### config.mk
export PLATFORM = sky130hd
export DESIGN_NAME = riscv_fetch
export DESIGN_NICKNAME = d
export VERILOG_FILES = /design/src/rtl/riscv_pkg.sv /design/src/rtl/riscv_fetch_fifo.sv /design/src/rtl/riscv_fetch.sv
export SDC_FILE = /design/constraint.sdc
export NUM_CORES = 1
export LEC_CHECK = 0
export ABC_AREA = 1
export CORE_AREA = 2 2 211 213
export DETAILED_ROUTE_END_ITERATION = 8
export DIE_AREA = 0 0 213 215
export GPL_TIMING_DRIVEN = 0
export HOLD_SLACK_MARGIN = 0.06
export SKIP_LAST_GASP = 1
export SLEW_MARGIN = 20
export SYNTH_ARGS = -nofsm -noshare
export SYNTH_HDL_FRONTEND = slang
export SYNTH_SLANG_ARGS = --single-unit
export TNS_END_PERCENT = 30
### constraint.sdc
create_clock -name clk_i -period 6.55 [get_ports clk_i]
set_clock_uncertainty 0.2 [all_clocks]
set_input_delay 1.31 -clock clk_i [delete_from_list [all_inputs] [get_ports clk_i]]
set_output_delay 1.31 -clock clk_i [all_outputs]
set_load 0.01 [all_outputs]
### src/rtl/riscv_pkg.sv
// riscv_pkg: shared constants and fetch FSM encodings for the riscv core slice
package riscv_pkg;
  localparam logic [31:0] RESET_PC_DEFAULT = 32'h0000_0000;
  localparam logic [31:0] NOP = 32'h0000_0013;
  localparam logic [1:0] SIZE_BYTE = 2'd0;
  localparam logic [1:0] SIZE_HALF = 2'd1;
  localparam logic [1:0] SIZE_WORD = 2'd2;
  typedef enum logic [1:0] {
    ST_IDLE = 2'd0,
    ST_RUN  = 2'd1,
    ST_HALT = 2'd2
  } fetch_state_e;
endpackage

### src/rtl/riscv_fetch_fifo.sv
// riscv_fetch_fifo: synchronous FIFO of {pc, opcode} entries with flush
// Ports: i_push/i_data write the tail, i_pop advances the head (o_data),
//        i_flush empties it; o_full/o_empty/o_count report occupancy.
module riscv_fetch_fifo #(
  parameter int DEPTH = 2,
  parameter int W = 64
) (
  input  logic                     i_clk,
  input  logic                     i_rst,
  input  logic                     i_push,
  input  logic                     i_pop,
  input  logic                     i_flush,
  input  logic [W-1:0]             i_data,
  output logic [W-1:0]             o_data,
  output logic                     o_full,
  output logic                     o_empty,
  output logic [$clog2(DEPTH):0]   o_count
);
  localparam int AW = $clog2(DEPTH);
  localparam int CW = AW + 1;
  logic [W-1:0] r_mem [DEPTH];
  logic [AW-1:0] r_wr, r_rd;
  logic [CW-1:0] r_count;
  always_ff @(posedge i_clk)
    if (i_push && !i_flush) r_mem[r_wr] <= i_data;
  always_ff @(posedge i_clk or posedge i_rst)
    if (i_rst) begin
      r_wr <= '0;
      r_rd <= '0;
      r_count <= '0;
    end else if (i_flush) begin
      r_wr <= '0;
      r_rd <= '0;
      r_count <= '0;
    end else begin
      if (i_push) r_wr <= r_wr + 1'b1;
      if (i_pop) r_rd <= r_rd + 1'b1;
      r_count <= r_count + CW'(i_push) - CW'(i_pop);
    end
  assign o_data = r_mem[r_rd];
  assign o_full = r_count == CW'(DEPTH);
  assign o_empty = r_count == '0;
  assign o_count = r_count;
endmodule

### src/rtl/riscv_fetch.sv
// riscv_fetch: instruction fetch stage owning the PC, buffering {pc, opcode} for decode
// Ports: iaddr_o/ird_o/irdata_i talk to instruction memory (data one cycle after ird_o);
//        if_valid_o/if_pc_o/if_opcode_o/id_accept_i hand instructions to decode;
//        branch_request_i/branch_pc_i redirect; fetch_misaligned_o flags a bad target.
module riscv_fetch import riscv_pkg::*; #(
  parameter logic [31:0] RESET_PC = RESET_PC_DEFAULT,
  parameter int FIFO_DEPTH = 2
) (
  input  logic        clk_i,
  input  logic        reset_i,
  input  logic        fetch_enable_i,
  output logic [31:0] iaddr_o,
  output logic        ird_o,
  input  logic [31:0] irdata_i,
  input  logic        branch_request_i,
  input  logic [31:0] branch_pc_i,
  output logic        if_valid_o,
  output logic [31:0] if_opcode_o,
  output logic [31:0] if_pc_o,
  input  logic        id_accept_i,
  output logic        fetch_misaligned_o
);
  localparam int CW = $clog2(FIFO_DEPTH) + 1;
  fetch_state_e r_state;
  logic [31:0] r_pc, r_rsp_pc, r_hold_pc, r_hold_op;
  logic r_inflight, r_drop, r_misaligned;
  logic [63:0] w_head;
  logic [CW-1:0] w_count;
  logic w_empty, w_full, w_pop, w_push, w_aligned;
  assign w_aligned = branch_pc_i[1:0] == 2'b00;
  assign w_pop = !w_empty && id_accept_i && !branch_request_i;
  assign w_push = r_inflight && !r_drop && !branch_request_i;
  // The response landing this cycle (r_inflight) already owns a slot, so it is
  // counted against the post-pop occupancy before a new request is allowed out.
  assign ird_o = r_state == ST_RUN && !(w_full && !w_pop) &&
                 (int'(w_count) - int'(w_pop) + int'(r_inflight) < FIFO_DEPTH);
  assign iaddr_o = r_pc;
  riscv_fetch_fifo #(.DEPTH(FIFO_DEPTH), .W(64)) u_fifo (
    .i_clk   (clk_i),
    .i_rst   (reset_i),
    .i_push  (w_push),
    .i_pop   (w_pop),
    .i_flush (branch_request_i),
    .i_data  ({r_rsp_pc, irdata_i}),
    .o_data  (w_head),
    .o_full  (w_full),
    .o_empty (w_empty),
    .o_count (w_count)
  );
  always_ff @(posedge clk_i or posedge reset_i)
    if (reset_i) begin
      r_state <= ST_IDLE;
      r_pc <= RESET_PC;
      r_rsp_pc <= '0;
      r_inflight <= 1'b0;
      r_drop <= 1'b0;
      r_misaligned <= 1'b0;
      r_hold_pc <= '0;
      r_hold_op <= '0;
    end else begin
      r_state <= (branch_request_i && !w_aligned) ? ST_HALT :
                 (r_state == ST_HALT && !branch_request_i) ? ST_HALT :
                 fetch_enable_i ? ST_RUN : ST_IDLE;
      r_pc <= branch_request_i ? (w_aligned ? branch_pc_i : r_pc) :
              ird_o ? r_pc + 32'd4 : r_pc;
      r_inflight <= ird_o;
      if (ird_o) r_rsp_pc <= r_pc;
      // A response in the redirect cycle is blocked directly; only a request
      // issued alongside the redirect needs its later response discarded.
      r_drop <= branch_request_i && ird_o;
      if (branch_request_i) r_misaligned <= !w_aligned;
      if (!w_empty) {r_hold_pc, r_hold_op} <= w_head;
    end
  assign if_valid_o = !w_empty;
  assign if_pc_o = w_empty ? r_hold_pc : w_head[63:32];
  assign if_opcode_o = w_empty ? r_hold_op : w_head[31:0];
  assign fetch_misaligned_o = r_misaligned;
endmodule
==> results.yml <==
setup_path:
  crit_slowest_cell: "clkdlybuf4s50_1"
  cpPeakStageDelay_ns: 0.58
  end_kind: "output port"
  crit_fanout: 10
  r2r-start: "u_fifo.o_count[1]$_DFF_PP0_"
  cp_num_buf_inv: 7
  critPathTopFamily: "buffers and inverters"
  r2r_slack_ns: 3.78
  critPathRequiredTime_ns: 5.04
  r2r_end: "r_rsp_pc[16]$_DFFE_PP0P_"
  path_cells: "clkdlybuf4s50_1, inv_2, clkbuf_1, nand2_1, inv_1, nand2_1, nand2_1, nand2_1, fa_1, nand2_1, nor2_1, nand2_1, clkbuf_1, inv_1, clkdlybuf4s50_1"
  crit_type: "in -> out"
  cp_num_cells: 15
  startpoint_type: "input port"
  crit_path_start: "branch_request_i"
  crit_arrival_ns: 4.54
  cp_common_cell: "nand2_1"
  reg2reg_depth: 13
finish:
  drive_above_1_share_pct: 8.268
  area_growth_syn_to_layout_pct: 32.84
  final_nets: 1332
clock_network:
  cts_tree: "yes"
  clockBufferDepth: 3
  clk_latency_ns: 0.56
  cts_resized: 0
  postCtsSetupBuffers: 0
  cts_sinks: 265
  path_clk_slew_ns: 0.06
  cts_buffers: 30
  htreeDepth: 1
  cts-root-buf: "clkbuf_16"
  hold_buffers: 0
sta:
  relSlewSlack_pct: 52.41
  period_needed_ns: 6.048
  rsz0062_at_grt: "false"
  holdWs_ns: 0.2729
  min_period_over_period_pct: 92.34
  setup_tns_ns: 0
  setup_violations: 0
  hold_violations: 0
  max_freq_mhz: 165.3
  slew_violations: 0
  tightest_slew_ns: 0.7115
yosys:
  yosysWarnings: 0
  yosysSeqAreaShare_pct: 67.57
  postSynthCellCount: 1052
  synth.top_cell.area_share_pct: 35.72
  yosys-top-cells-area: "edfxtp_1, dfrtp_1, nand2_1"
  async_reset_ff_share_pct: 51.70
  yosysTopAreaCell: "edfxtp_1"
  syn_area_per_cell_um2: 10.23
  synth-edff-count: 128
  synth_nets: 1124
  synth.most_common_cell: "nand2_1"
  syn_area_mm2: 0.01076
  synth_cell_types: 30
  synth_common_cells: "nand2_1, a21oi_1, dfrtp_1"
  synthFlopType: "dfrtp_1"
  synth_seq_cells: 265
power:
  power_frac_seq_pct: 42.3
  p_sw_share_pct: 31.68
  net-switching-power_mw: 1.789
  p_comb_share_pct: 29.4
  leakage_nw: 5.709
  p_per_area_mw_per_mm2: 395.0
  p_int_mw: 3.858
  p_clk_share_pct: 28.3
  vdd_ir_drop_max_v: 0.0002000
die:
  core_mm2: 0.04364
  rows: 77
  initial_core_util_pct: 24.66
  dieWidth_um: 213
  dieHeight_um: 215
  fp.dieArea_mm2: 0.04580
  ios: 168
drt:
  via_count: 8283
  route.detailed.drc: 0
  drt_iter0_drc: 743
  wl_per_cell_um: 17.16
  drt-total-wl_um: 32170
  via_per_inst: 4.418
  drt_pre_antenna_iters: 6
  ant_nets: 0
hold_path:
  hold_class: "reg -> reg"
  whs_endpoint: "u_fifo.r_mem[0][56]$_DFFE_PP_"
  hp-start: "r_rsp_pc[24]$_DFFE_PP0P_"
  min_path_cells: 0
status:
  status: "complete, no violations"
global_route:
  track_usage_pct: 13.79
  grt_pass1_vias: 7950
  grt_overflow: 0
  grt_max_degree: 99
  grt_pass1_wl_um: 48180
  antenna_found_initial: 1
placement:
  port-buffer-count: 167
  dpl.hpwl_um: 23150
  place.gp.congestion: 0.8560
flow_run:
  maxCapViolations: 0
routing by layer:
| metal | GRT usage (%) | routed length [um] | up-vias |
|---|---|---|---|
| met1 | 19.32 | 14400 | 4038 |
| met2 | 22.13 | 15060 | 263 |
| met3 | 2.280 | 1957 | 42 |
| met5 | 0 | 0 | - |
| met4 | 3.497 | 761 | 0 |
| li1 | - | - | 3940 |
sequential cells by signal, indices dropped and copies added, names as in the netlist, 2 cells and up:
signal / cells
u_fifo.r_mem: 128
u_fifo.o_count: 2
r_rsp_pc: 32
r_hold_op: 32
r_state: 2
iaddr_o: 32
r_hold_pc: 32
layout make-up:
cell class,count,area (um^2)
plain buffers,50,222.7
well taps,592,740.7
diodes,1,2.502
repair buffers,176,1826
clock buffers,40,839.6
inverters,55,214.0
multi-input cells,682,3079
flip-flops and latches,265,7272
clock inverters,14,100.1
fillers,4466,29350
worst max-delay path by stage:
| stage | slack (ns) | to |
|---|---|---|
| 5_1_grt | 0.22 | ird_o |
| 4_1_cts | 0.50 | ird_o |
| 6_report | 0.50 | ird_o |
| 3_3_place_gp | -1.59 | u_fifo.r_mem[0][9]$_DFFE_PP_ |
| 3_5_place_dp | 0.50 | ird_o |
| 2_1_floorplan | 1.37 | fetch_misaligned_o$_DFFE_PP0P_ |
power groups by stage:
| stage | logic (mW) | registers, mW | clock network (mW) |
|---|---|---|---|
| 3_5_place_dp | 1.69 | 2.41 | 0 |
| 5_1_grt | 1.83 | 2.42 | 1.71 |
| 2_1_floorplan | 0.761 | 2.36 | 0 |
| 3_3_place_gp | 1.67 | 2.41 | 0 |
| 6_report | 1.66 | 2.39 | 1.60 |
| 4_1_cts | 1.70 | 2.38 | 1.65 |
placed cells by master, fill, tap and decap left out, types with 3 or more instances in the layout:
master,Yosys,layout
clkbuf_1,24,30
or2_2,9,9
nand2_1,249,249
clkinv_2,0,4
nand2_2,5,5
dfrtp_1,137,137
clkdlybuf4s50_1,0,167
a21oi_1,141,141
clkinvlp_4,0,3
nand3_1,73,73
buf_2,22,22
nor2_1,125,124
clkbuf_16,0,31
buf_8,0,5
inv_1,53,52
edfxtp_1,128,128
nor2_2,5,5
o21ai_1,4,4
clkbuf_8,0,3
clkinv_1,0,5
nor2_4,3,4
o21ai_0,50,50
logic make-up (layout without fill, tap and decap cells):
family | after synthesis | in the layout | share of synthesized area [%]
adders and majority gates | 3 | 3 | 0.4185
xor gates and xnor gates | 1 | 1 | 0.08140
other | 0 | 1 | 0
buffers and inverters | 105 | 335 | 3.988
AOI/OAI and AO/OA | 199 | 199 | 9.383
and+or+nand+nor | 479 | 479 | 18.56
DFF | 265 | 265 | 67.57
metrics by stage:
| stage | instance area, um^2 | util (%) | power [mW] | instances | worst slack [ns] |
|---|---|---|---|---|---|
| 6_report | 14300 | 32.76 | 5.647 | 1875 | 0.5017 |
| 5_1_grt | 14300 | 32.76 | 5.965 | 1875 | 0.2238 |
| 4_1_cts | 14290 | 32.75 | 5.734 | 1874 | 0.4995 |
| 3_5_place_dp | 13350 | 30.60 | 4.108 | 1820 | 0.4995 |
| 3_3_place_gp | 13180 | 30.20 | 4.073 | 1811 | -1.590 |
| 2_1_floorplan | 10770 | - | 3.116 | 1052 | 1.370 |
(Power assumes the default switching activity.)
